<file path="config.mk">
export PLATFORM = sky130hd
export DESIGN_NAME = run_ctrl
export DESIGN_NICKNAME = d
export VERILOG_FILES = /design/src/rtl/run_ctrl_pkg.sv /design/src/rtl/run_ctrl_cycle_counter.sv /design/src/rtl/run_ctrl.sv
export SDC_FILE = /design/constraint.sdc
export NUM_CORES = 1
export LEC_CHECK = 0
export CAP_MARGIN = 40
export CORE_MARGIN = 2
export CORE_UTILIZATION = 38
export CTS_CLUSTER_DIAMETER = 50
export DETAILED_ROUTE_END_ITERATION = 16
export PLACE_DENSITY = 0.84
export SLEW_MARGIN = 0
export SYNTH_ARGS = -nofsm -noshare
export SYNTH_HDL_FRONTEND = slang
export SYNTH_SLANG_ARGS = --single-unit
</file>
<file path="constraint.sdc">
create_clock -name clk -period 2.1 [get_ports clk]
set_input_delay 0.525 -clock clk [delete_from_list [all_inputs] [get_ports clk]]
set_output_delay 0.525 -clock clk [all_outputs]
set_load 0.005 [all_outputs]
</file>
<file path="src/rtl/run_ctrl_pkg.sv">
`timescale 1ns/1ps
`default_nettype none
// ============================================================================
// Module      : run_ctrl_pkg
// Description : Shared definitions for the run controller: FSM state
//               encoding, the default exit-mailbox address and a helper
//               that sizes the hold counter.
// Revision    : 1.0 - initial release
// ============================================================================
package run_ctrl_pkg;

    // Run controller states; 2-bit encoding is fixed so the bench can decode it
    typedef enum logic [1:0] {
        ST_IDLE = 2'd0,
        ST_HOLD = 2'd1,
        ST_RUN  = 2'd2,
        ST_DONE = 2'd3
    } run_state_t;

    // Default address of the exit mailbox the program writes to finish
    localparam logic [31:0] c_tohost_addr_default = 32'h0000_0100;

    // Width of the externally visible run-cycle counter
    localparam int c_cycle_count_w = 32;

    // Bits needed to count 0 .. cycles-1 (never less than one bit)
    function automatic int hold_cnt_width(input int cycles);
        return (cycles > 1) ? $clog2(cycles) : 1;
    endfunction

endpackage : run_ctrl_pkg
`default_nettype wire

</file>
<file path="src/rtl/run_ctrl_cycle_counter.sv">
`timescale 1ns/1ps
`default_nettype none
// ============================================================================
// Module      : cycle_counter
// Description : Registered up-counter with synchronous clear-to-zero load
//               and count enable. Load has priority over enable.
// Revision    : 1.0 - initial release
// ============================================================================
module cycle_counter #(
    parameter int WIDTH = 32
) (
    input  logic             clk,
    input  logic             rst,
    input  logic             load,
    input  logic             enable,
    output logic [WIDTH-1:0] count
);

    logic [WIDTH-1:0] r_count;

    // Clear on reset or load, otherwise advance by one when enabled
    always_ff @(posedge clk) begin
        if (rst) begin
            r_count <= '0;
        end else if (load) begin
            r_count <= '0;
        end else if (enable) begin
            r_count <= r_count + 1'b1;
        end
    end

    assign count = r_count;

endmodule : cycle_counter
`default_nettype wire

</file>
<file path="src/rtl/run_ctrl.sv">
`timescale 1ns/1ps
`default_nettype none
// ============================================================================
// Module      : run_ctrl
// Description : Run controller placed beside a single-cycle core. Holds the
//               core in reset for RST_CYCLES after a start pulse, lets it run
//               while counting cycles, and stops it on an exit-mailbox write
//               or when the cycle budget is used up. Result status is held
//               until the next start.
// Revision    : 1.0 - initial release
// ============================================================================
module run_ctrl
    import run_ctrl_pkg::*;
#(
    parameter int                RST_CYCLES  = 4,
    parameter int                MAX_CYCLES  = 1024,
    parameter int                ADDR_W      = 32,
    parameter int                DATA_W      = 32,
    parameter logic [ADDR_W-1:0] TOHOST_ADDR = ADDR_W'(c_tohost_addr_default)
) (
    input  logic                       clk,
    input  logic                       rst,
    input  logic                       start,
    input  logic                       mem_we,
    input  logic [ADDR_W-1:0]          mem_addr,
    input  logic [DATA_W-1:0]          mem_wdata,
    output logic                       core_rst,
    output logic                       running,
    output logic                       done,
    output logic                       pass,
    output logic                       timeout,
    output logic [DATA_W-2:0]          exit_code,
    output logic [c_cycle_count_w-1:0] cycle_count
);

    // ------------------------------------------------------------------------
    // Constants
    // ------------------------------------------------------------------------
    localparam int                         c_hold_w    = hold_cnt_width(RST_CYCLES);
    localparam logic [c_hold_w-1:0]        c_hold_last = c_hold_w'(RST_CYCLES - 1);
    localparam logic [c_cycle_count_w-1:0] c_run_last  = c_cycle_count_w'(MAX_CYCLES - 1);

    // ------------------------------------------------------------------------
    // State and registered outputs
    // ------------------------------------------------------------------------
    run_state_t         r_state;
    logic               r_core_rst;
    logic               r_running;
    logic               r_done;
    logic               r_pass;
    logic               r_timeout;
    logic [DATA_W-2:0]  r_exit_code;

    // ------------------------------------------------------------------------
    // Decode
    // ------------------------------------------------------------------------
    logic                       w_in_hold;
    logic                       w_in_run;
    logic                       w_start_accept;
    logic                       w_hold_last;
    logic                       w_exit_write;
    logic                       w_budget_out;
    logic [DATA_W-2:0]          w_exit_value;
    logic                       w_hold_load;
    logic                       w_hold_en;
    logic                       w_run_load;
    logic                       w_run_en;
    logic [c_hold_w-1:0]        w_hold_count;
    logic [c_cycle_count_w-1:0] w_run_count;

    assign w_in_hold      = (r_state == ST_HOLD);
    assign w_in_run       = (r_state == ST_RUN);

    // start only launches from IDLE or DONE; a start mid-run is dropped
    assign w_start_accept = start && ((r_state == ST_IDLE) || (r_state == ST_DONE));

    assign w_hold_last    = w_in_hold && (w_hold_count == c_hold_last);

    // Bit 0 of the mailbox write is the "finished" flag; the rest is the code
    assign w_exit_write   = w_in_run && mem_we && (mem_addr == TOHOST_ADDR) && mem_wdata[0];
    assign w_exit_value   = mem_wdata[DATA_W-1:1];

    assign w_budget_out   = w_in_run && (w_run_count == c_run_last);

    // Hold counter restarts at zero on every accepted start
    assign w_hold_load    = w_start_accept;
    assign w_hold_en      = w_in_hold;

    // Run counter clears on a new start (status clear) and on entry to RUN;
    // it freezes on the terminating cycle so the final count is reported
    assign w_run_load     = w_start_accept || w_hold_last;
    assign w_run_en       = w_in_run && !w_exit_write && !w_budget_out;

    // ------------------------------------------------------------------------
    // Counters
    // ------------------------------------------------------------------------
    cycle_counter #(
        .WIDTH (c_hold_w)
    ) u_hold_counter (
        .clk    (clk),
        .rst    (rst),
        .load   (w_hold_load),
        .enable (w_hold_en),
        .count  (w_hold_count)
    );

    cycle_counter #(
        .WIDTH (c_cycle_count_w)
    ) u_run_counter (
        .clk    (clk),
        .rst    (rst),
        .load   (w_run_load),
        .enable (w_run_en),
        .count  (w_run_count)
    );

    // ------------------------------------------------------------------------
    // Run-control state machine with registered status outputs
    // ------------------------------------------------------------------------
    always_ff @(posedge clk) begin
        if (rst) begin
            r_state     <= ST_IDLE;
            r_core_rst  <= 1'b0;
            r_running   <= 1'b0;
            r_done      <= 1'b0;
            r_pass      <= 1'b0;
            r_timeout   <= 1'b0;
            r_exit_code <= '0;
        end else begin
            case (r_state)
                ST_IDLE: begin
                    if (start) begin
                        r_state <= ST_HOLD;
                    end
                end

                ST_HOLD: begin
                    // Release the core after exactly RST_CYCLES held cycles
                    if (w_hold_last) begin
                        r_state    <= ST_RUN;
                        r_core_rst <= 1'b1;
                        r_running  <= 1'b1;
                    end
                end

                ST_RUN: begin
                    // An exit write beats budget exhaustion in the same cycle
                    if (w_exit_write) begin
                        r_state     <= ST_DONE;
                        r_core_rst  <= 1'b0;
                        r_running   <= 1'b0;
                        r_done      <= 1'b1;
                        r_exit_code <= w_exit_value;
                        r_pass      <= (w_exit_value == '0);
                        r_timeout   <= 1'b0;
                    end else if (w_budget_out) begin
                        r_state     <= ST_DONE;
                        r_core_rst  <= 1'b0;
                        r_running   <= 1'b0;
                        r_done      <= 1'b1;
                        r_exit_code <= '0;
                        r_pass      <= 1'b0;
                        r_timeout   <= 1'b1;
                    end
                end

                ST_DONE: begin
                    // Relaunch: clear status, core stays frozen through HOLD
                    if (start) begin
                        r_state     <= ST_HOLD;
                        r_done      <= 1'b0;
                        r_pass      <= 1'b0;
                        r_timeout   <= 1'b0;
                        r_exit_code <= '0;
                    end
                end

                default: begin
                    r_state    <= ST_IDLE;
                    r_core_rst <= 1'b0;
                    r_running  <= 1'b0;
                end
            endcase
        end
    end

    // ------------------------------------------------------------------------
    // Outputs
    // ------------------------------------------------------------------------
    assign core_rst    = r_core_rst;
    assign running     = r_running;
    assign done        = r_done;
    assign pass        = r_pass;
    assign timeout     = r_timeout;
    assign exit_code   = r_exit_code;
    assign cycle_count = w_run_count;

endmodule : run_ctrl
`default_nettype wire

</file>
### After elaboration in Yosys (flattened, before gate mapping)

Cells that the tools add are included.
W data, S select, Z words.

| storage, ports and cells | value |
|---|---|
| output and inout port bits | 68 |
| flip-flop bits (word level) | 71 |
| word-level logic and storage cells | 63 |
| input bits | 68 |

| operators by class | value |
|---|---|
| mux-type cells | 21 |
| reductions and logical operators | 22 |
| eq/ne operators | 10 |
| add/subtract/negate cells | 2 |

Operators with widths:

| operator | number |
|---|---|
| $mux W31 | 3 |
| $pmux W31 S2 | 1 |
| $add A32 B1 Y32 const B | 1 |
| $eq A32 B10 Y1 const B | 1 |
| $eq A32 B9 Y1 const B | 1 |
| $logic_not A31 Y1 | 1 |
| $reduce_and A3 Y1 | 3 |
| $logic_and A1 B1 Y1 | 8 |
| $mux W1 | 8 |
| $mux W2 | 4 |
| $pmux W1 S2 | 4 |
| $eq A2 B2 Y1 const B | 3 |
| $pmux W2 S3 | 1 |
| $reduce_or A2 Y1 | 3 |
| $ne A2 B1 Y1 const B | 2 |
| $reduce_bool A2 Y1 | 2 |
| $ne A3 B1 Y1 const B | 1 |
| $add A2 B1 Y2 const B | 1 |
| $eq A2 B1 Y1 const B | 1 |
| $logic_not A1 Y1 | 2 |
| $logic_not A2 Y1 | 1 |
| $logic_or A1 B1 Y1 | 2 |
| $ne A2 B2 Y1 const B | 1 |

### Depth between registers and ports, before layout

Gate-level depths: netlist of run 1.

| logic depth | value |
|---|---|
| word-level depth | 7 |
| mapped depth | 10 |
| gate-level depth less buffers | 8 |

### Cells and area by module

Synthesis of run 1 repeated with hierarchy kept, for this count alone.

| second synthesis, totals | value |
|---|---|
| cell total of the unflattened synthesis | 340 |
| area total of the unflattened synthesis | 3358.2 µm² |

By module, submodules not included:

| module | area an instance (µm²) | cells each | seq. area each (µm²) | instances |
|---|---|---|---|---|
| run_ctrl | 1712.9 | 159 | 740.7 | 1 |
| cycle_counter at u_run_counter | 1560.2 | 173 | 640.6 | 1 |
| cycle_counter at u_hold_counter | 85.1 | 8 | 40.0 | 1 |

### Least setup slack after synthesis of run 1

No wires, ideal clock.

| path | value |
|---|---|
| kind | register -> register |
| from | reg u_run_counter.r_count[0], in the netlist u_run_counter.count[0] |
| to | reg r_pass, in the netlist pass |
| slack | -0.197 ns |
| setup time | 0.117 ns |
| required time | 1.983 ns |
| stages on the path, launching flop included | 10 |
| clock period less this slack | 2.297 ns |
| buffers on the path | 2 |
| arrival time | 2.180 ns |
| path through | dfxtp_1 ha_1 nand4_2 nand2b_1 o31ai_4 o21bai_1 nor2b_1 buf_2 buf_6 a22o_1 |

| on the way | value |
|---|---|
| longest elaborated chain between the ends | 4 |

Ends and longest elaborated chain:

| what | RTL line | RTL |
|---|---|---|
| from (decl) | run_ctrl_cycle_counter.sv:19 | `logic [WIDTH-1:0] r_count;` |
| from (signal assigned) | run_ctrl_cycle_counter.sv:28 | `r_count <= r_count + 1'b1;` |
| $eq A32 B10 Y1 | run_ctrl.sv:83 | `assign w_budget_out = w_in_run && (w_run_count == c_run_last);` |
| $logic_and A1 B1 Y1 | run_ctrl.sv:83 |  |
| $ne A3 B1 Y1 (no line) | n/a |  |
| $reduce_and A3 Y1 (no line) | n/a |  |
| to (signal assigned) | run_ctrl.sv:154 | `r_pass <= (w_exit_value == '0);` |
| to (decl) | run_ctrl.sv:50 | `logic r_pass;` |

Every way passes these cells.
A chain may end at the register's enable or synchronous reset.

### Final worst setup path of run 1

| path | value |
|---|---|
| from | in mem_addr[27] |
| to | reg r_exit_code[6], in the netlist exit_code[6] |

| on the way | value |
|---|---|
| longest elaborated chain between the ends | 5 |
| elaborated cells on any way between the ends | 7 |
| those cells by class | eq/ne (2); mux (2); reduce/logical (3) |

Ends and longest elaborated chain:

| what | RTL line | RTL |
|---|---|---|
| from (decl) | run_ctrl.sv:25 | `input logic [ADDR_W-1:0] mem_addr,` |
| $eq A32 B9 Y1 (*) | run_ctrl.sv:80 | `assign w_exit_write = w_in_run && mem_we && (mem_addr == TOHOST_ADDR) && mem_wdata[0];` |
| $logic_and A1 B1 Y1 (*) (2 in a row) | run_ctrl.sv:80 |  |
| $ne A3 B1 Y1 (no line) or $mux W31 (tied branches) | n/a |  |
| $reduce_and A3 Y1 (no line) or $pmux W31 S2 (tied branches) | n/a |  |
| to (signal assigned) | run_ctrl.sv:153 | `r_exit_code <= w_exit_value;` |
| to (decl) | run_ctrl.sv:52 | `logic [DATA_W-2:0] r_exit_code;` |

Mark *: on every way between the ends. The rest lies on a longest branch, timed or not.

==> results of run 1 <==
[routing by layer]
layer  share of wire  global-route usage
met5               0                   0
met4          0.0083              0.0702
met2            0.51               0.368
met1            0.41               0.254
met3           0.071              0.0474
[cell families (layout without fill, tap and decap cells)]
logic type,Yosys count,in the layout,share of synthesized area
AND/OR/NAND/NOR,139,139,0.237
multiplexers,7,7,0.0220
AO/OA/AOI/OAI,79,79,0.191
flip-flops,71,71,0.445
buffers and inverters,32,238,0.0490
XOR/XNOR,13,13,0.0357
adder cells (fa/ha/maj),5,5,0.0196
[worst paths after layout]
kind / start / endpoint / slack [ns] / depth (start not counted)
setup / recovery: mem_addr[27] / exit_code[6]$_SDFFE_PP0P_ / 0.05 / 9
hold / removal: exit_code[5]$_SDFFE_PP0P_ / exit_code[5]$_SDFFE_PP0P_ / 0.48 / 1
setup reg to reg: u_run_counter.count[24]$_SDFFE_PP0P_ / exit_code[21]$_SDFFE_PP0P_ / 0.06 / 8
hold reg to reg: exit_code[5]$_SDFFE_PP0P_ / exit_code[5]$_SDFFE_PP0P_ / 0.48 / 1
[registers in the layout, summed over array words and instances, names as in the netlist]
signal and flops:
u_run_counter.count 32, u_hold_counter.count 2, timeout 1, r_state 2, running 1, pass 1
done 1, exit_code 31
[cell usage after synthesis, drive strengths merged, types with 3 or more instances]
master / number / share of area
and3: 6 / 0.012
inv: 12 / 0.014
ha: 5 / 0.020
a22o: 32 / 0.088
nor3: 9 / 0.014
a21o: 5 / 0.012
xnor2: 13 / 0.036
nor4: 26 / 0.058
nand4: 10 / 0.022
nor2: 29 / 0.034
nand2b: 8 / 0.016
nand2: 25 / 0.029
dfxtp: 71 / 0.45
a21oi: 15 / 0.024
clkbuf: 8 / 0.0094
buf: 12 / 0.025
nand3: 17 / 0.027
mux2i: 7 / 0.022
a31o: 7 / 0.019
o21ai: 6 / 0.0094
nor4b: 3 / 0.010
[what timing repair did]
item | in CTS | in global routing
resized for setup | 36 | 27
buffers inserted | 7 | 4
endpoints found under the setup margin | 49 | 56
cloned | 2 | 1
pin swaps | 10 | 16
[report_power, final]
part           switching, mW  internal [mW]  total, mW
Combinational          0.458          0.500      0.959
Sequential            0.0302           1.39       1.42
Clock                  0.539          0.428      0.967
Total                   1.03           2.32       3.34
[layout make-up]
cell class,count,area (um^2)
Multi-Input combinational cell,243,1810
Inverter,12,45.0
Sequential cell,71,1430
Clock buffer,9,124
Clock inverter,7,48.8
Fill cell,609,2540
Timing Repair Buffer,210,2040
Tap cell,105,131
[worst register-to-register path: stages (launching register included)]
cell and delay, ns:
dfxtp_2 0.34, nor4_4 0.28, nand4_1 0.26, o31ai_4 0.27, buf_4 0.16, o21bai_1 0.08
nor2b_4 0.15, buf_4 0.16, a22o_1 0.24
[metrics by stage]
stage                     setup slack (ns)  TNS [ns]  instance area (um^2)
after global placement              -0.558    -27.49                  5120
after global routing              -0.00764   -0.0307                  5640
final                               0.0536         0                  5640
after floorplan                     0.0175         0                  3220
after detailed placement            -0.445    -23.91                  5130
after CTS                          -0.0226    -0.282                  5480
==> impl_metrics.ini, run 1 <==
[logic_synthesis]
yosysSeqAreaShare = 0.445
syn_avg_cell_area_um2 = 9.22
synthArstFlopShare = 0
ys_ff_latch = 71
syn-num-nets = 419
yosysUniqueCellTypes = 43
netlist_area_mm2 = 0.00319
syn_inst = 346
synthFlopType = dfxtp_1
yosys_warnings = 0
synth-edff-count = 0

[detailed_routing]
wire_per_inst_um = 15.7
drc_errors = 0
first_iter_violations = 152
vias = 3496
routed_via_density = 5.32
totalWireLength_mm = 10.3
ant_nets = 0
firstDrtPassIters = 4

[setup_path]
cp_common_cell = buf_6
required_ns = 2.38
crit_family = buffers and inverters
slowest_delay_ns = 0.42
worstSetupPathType = in -> reg
worstPathArrival_ns = 2.33
endpoint_kind = flop
startpoint_type = input pin
critPathMaxFanout = 8
path_buf_inv = 4
crit_chain = clkdlybuf4s50_1 -> nor4_2 -> nand3_1 -> nor3_2 -> buf_6 -> nor3b_4 -> buf_6 -> clkbuf_16 -> a22o_1
critPathSlowestCell = clkdlybuf4s50_1

[global_routing]
grt_usage = 0.210
grt_pass1_wl_mm = 15.2
antenna_found_initial = 0
grt_max_degree = 29
first_global_vias = 3340
gr-total-overflow = 0

[timing]
maxSlewViolCount = 0
rsz0062_at_grt = true
setup_viol = 0
fin_skew_ns = 0.00715
fmax_ghz = 0.489
min_period_over_period = 0.974
relSlewSlack = 0.705
hold_viol = 0
whs_ns = 0.483
fin_crit_ns = 2.05
tightest_slew_ns = 0.442

[finish]
fin_util = 0.689
areaGrowthSynthToFinish_pct = 76.6
fin_cells = 657
layout-drive-gt1-share = 0.236
final_cell_mix = 107 x clkdlybuf4s50_1, 64 x dfxtp_1, 63 x buf_4
n_antenna_cell = 0
layout_commonest_cell = clkdlybuf4s50_1
layout.nets = 620

[floorplan]
io_pins = 136
core_mm2 = 0.00818
initial_core_util = 0.390
row_count = 33
dieArea_mm2 = 0.00915
die_h_um = 95.7
die_x_um = 95.7

[placed_design]
gp_congestion = 0.910
placed_cells = 627
dp_hpwl_mm = 7.35
port_buffers = 135

[min_path]
hp-class = reg -> reg

[clocking]
clockBufferDepth = 2
insertion_delay_ns = 0.34
cts_buffers = 9
cts-root-buf = clkbuf_8
htree_levels = 3
ctsHoldBuffers = 0
clkSinkCount = 71
cts.clk_slew.worst_paths_ns = 0.07
cts_tree = done

[run]
maxCapViolations = 0

[power_and_ir_drop]
finalPower_mw = 3.34
p_leak_nw = 2.29
ir_drop_uv = 367
cellPowerDensity_mw_per_mm2 = 593

[outcome]
status = completed
No activity file was read; power rests on OpenSTA's default activity.
==> inputs of run 2 (changes only) <==
Settings changed: CORE_UTILIZATION 38 to 40, CTS_BUF_LIST set to sky130_fd_sc_hd__clkbuf_8, MAX_ROUTING_LAYER set to met4.
Clock period 2.1 ns to 2.2 ns, I/O delays scaled along.
==> run 2 against run 1 <==
Routed wire length is 0.20% higher. Clock skew is 0.0072 ns higher. Die area is 4.8% lower. Clock-buffer cell count stayed put. Clock power is 4% higher. Hold slack hardly changed. Via count is 1.5% lower. Cell count is 3.8% lower. Total power is 4.5% lower. Combinational power is 14% lower. Utilization is 1.0 points higher. Design area is 4.0% lower. Largest cell class unchanged. Highest routed layer unchanged.
==> impl_metrics.ini, run 2 (synthesized netlist as in run 1, its figures left out) <==
[setup_path]
r2r_slack_ns = 0.06
endpoint_kind = flop
worstPathArrival_ns = 2.43
worstSetupPathType = in -> reg
worstSetupStartpoint = mem_addr[28]
required_ns = 2.45
critPathMaxFanout = 10
startpoint_type = input pin
r2r_start = u_run_counter.count[0]$_SDFFE_PP0P_

[floorplan]
row_count = 32
die_x_um = 93.3
die_h_um = 93.3
io_pins = 136
initial_core_util = 0.413
dieArea_mm2 = 0.00871
core_mm2 = 0.00773

[detailed_routing]
vias = 3444
drc_errors = 0
first_iter_violations = 146
wire_per_inst_um = 16.4
firstDrtPassIters = 4
routed_via_density = 5.45
ant_nets = 0
totalWireLength_mm = 10.3

[timing]
fmax_ghz = 0.459
min_period_over_period = 0.991
rsz0062_at_grt = true
whs_ns = 0.484
relSlewSlack = 0.642
fin_skew_ns = 0.0143
fin_crit_ns = 2.18
maxSlewViolCount = 0
setup_viol = 0
tightest_slew_ns = 0.532
setup_tns_ns = 0
hold_viol = 0

[finish]
largest_register_ffs = 32
layout_commonest_cell = clkdlybuf4s50_1
n_antenna_cell = 0
layout-drive-gt1-share = 0.185
areaGrowthSynthToFinish_pct = 69.5
layout.nets = 598
final_cell_mix = 122 x clkdlybuf4s50_1, 69 x dfxtp_1, 43 x buf_4
nFillCells = 578

[clocking]
cts.clk_slew.worst_paths_ns = 0.09
htree_levels = 3
clockBufferDepth = 2
insertion_delay_ns = 0.36
cts_buffers = 9
cts_tree = done
clkSinkCount = 71
cts-root-buf = clkbuf_8

[min_path]
min_from = exit_code[10]$_SDFFE_PP0P_
hp-class = reg -> reg

[global_routing]
grt_max_degree = 33
first_global_vias = 3380
gr-total-overflow = 0
grt_pass1_wl_mm = 15.7
antenna_found_initial = 0
grt_usage = 0.231

[power_and_ir_drop]
finalPower_mw = 3.19
cellPowerDensity_mw_per_mm2 = 590
clock_power_share = 0.318
p_leak_nw = 2.16
swShare = 0.322
pwr-share-seq = 0.424
ir_drop_uv = 367
internal_power_mw = 2.16
pwr-share-comb = 0.258
p_sw_mw = 1.03

[placed_design]
port_buffers = 135
dp_hpwl_mm = 7.34
gp_congestion = 0.851

[outcome]
status = completed

[run]
maxCapViolations = 0
==> run 2: changes by cell type in the layout (fill, tap and decap cells not counted), sizes merged <==
cell | before | now
clkbuf | 10 | 11
dlygate4sd2 | 20 | 1
dlymetal6s2s | 8 | 12
clkinv | 2 | 0
inv | 13 | 17
clkdlybuf4s50 | 107 | 122
buf | 74 | 51
clkinvlp | 4 | 2
==> run 2: path summary, 6_finish.rpt <==
| check | endpoint | cells past startpoint |
|---|---|---|
| max reg2reg | u_run_counter.count[7]$_SDFFE_PP0P_ | 9 |
| min | exit_code[10]$_SDFFE_PP0P_ | 1 |
| min reg2reg | exit_code[10]$_SDFFE_PP0P_ | 1 |
| max | u_run_counter.count[7]$_SDFFE_PP0P_ | 9 |
==> run 2: critical path: stages <==
cell and delay, ns:
clkdlybuf4s50_1 0.50, nor4_2 0.06, nand4_1 0.14, nor3_4 0.07
buf_6 0.13, nor4_4 0.44, clkbuf_16 0.26, a31oi_1 0.07
a41o_1 0.20
==> run 2: cell type report <==
type                    count  area (um^2)  share of cell area
clock inverters             7         61.3              0.0113
clock buffers               9          124              0.0229
repair buffers            188         1900               0.350
multi-input cells         243         1730               0.320
flip-flops and latches     71         1420               0.263
inverters                  12         45.0             0.00833
well taps                 102          128              0.0236
==> run 2: what timing repair did <==
item,CTS,global route
buffers inserted,1,0
cloned,0,2
pin swaps,4,11
hold buffers,0,0
resized for setup,5,28
hold endpoints to repair,0,0
endpoints found under the setup margin,2,68
==> run 2: metrics by stage <==
step           setup slack (ns)  cell area (um^2)  instances  utilization
6_report                 0.0194              5410        632        0.700
3_5_place_dp             -0.408              5040        613        0.653
5_1_grt                 -0.0846              5410        632        0.700
2_1_floorplan            0.0217              3210        346            -
3_3_place_gp             -0.377              5040        613        0.653
4_1_cts                  0.0146              5260        630        0.680
==> run 2: metal layers <==
layer	share of wire	global-route usage	vias up
li1	-	-	1647
met1	0.39	0.265	1641
met2	0.52	0.400	133
met3	0.063	0.0403	23
met4	0.022	0.0919	0
met5	0	-	-
==> run 2: power by group through the flow <==
stage                     Clock, mW  Sequential [mW]  Combinational (mW)
after floorplan                   0             1.38               0.407
after global placement            0             1.37               0.757
after detailed placement          0             1.37               0.779
after CTS                      1.02             1.34               0.785
after global routing           1.08             1.36               0.897
final                          1.01             1.35               0.823
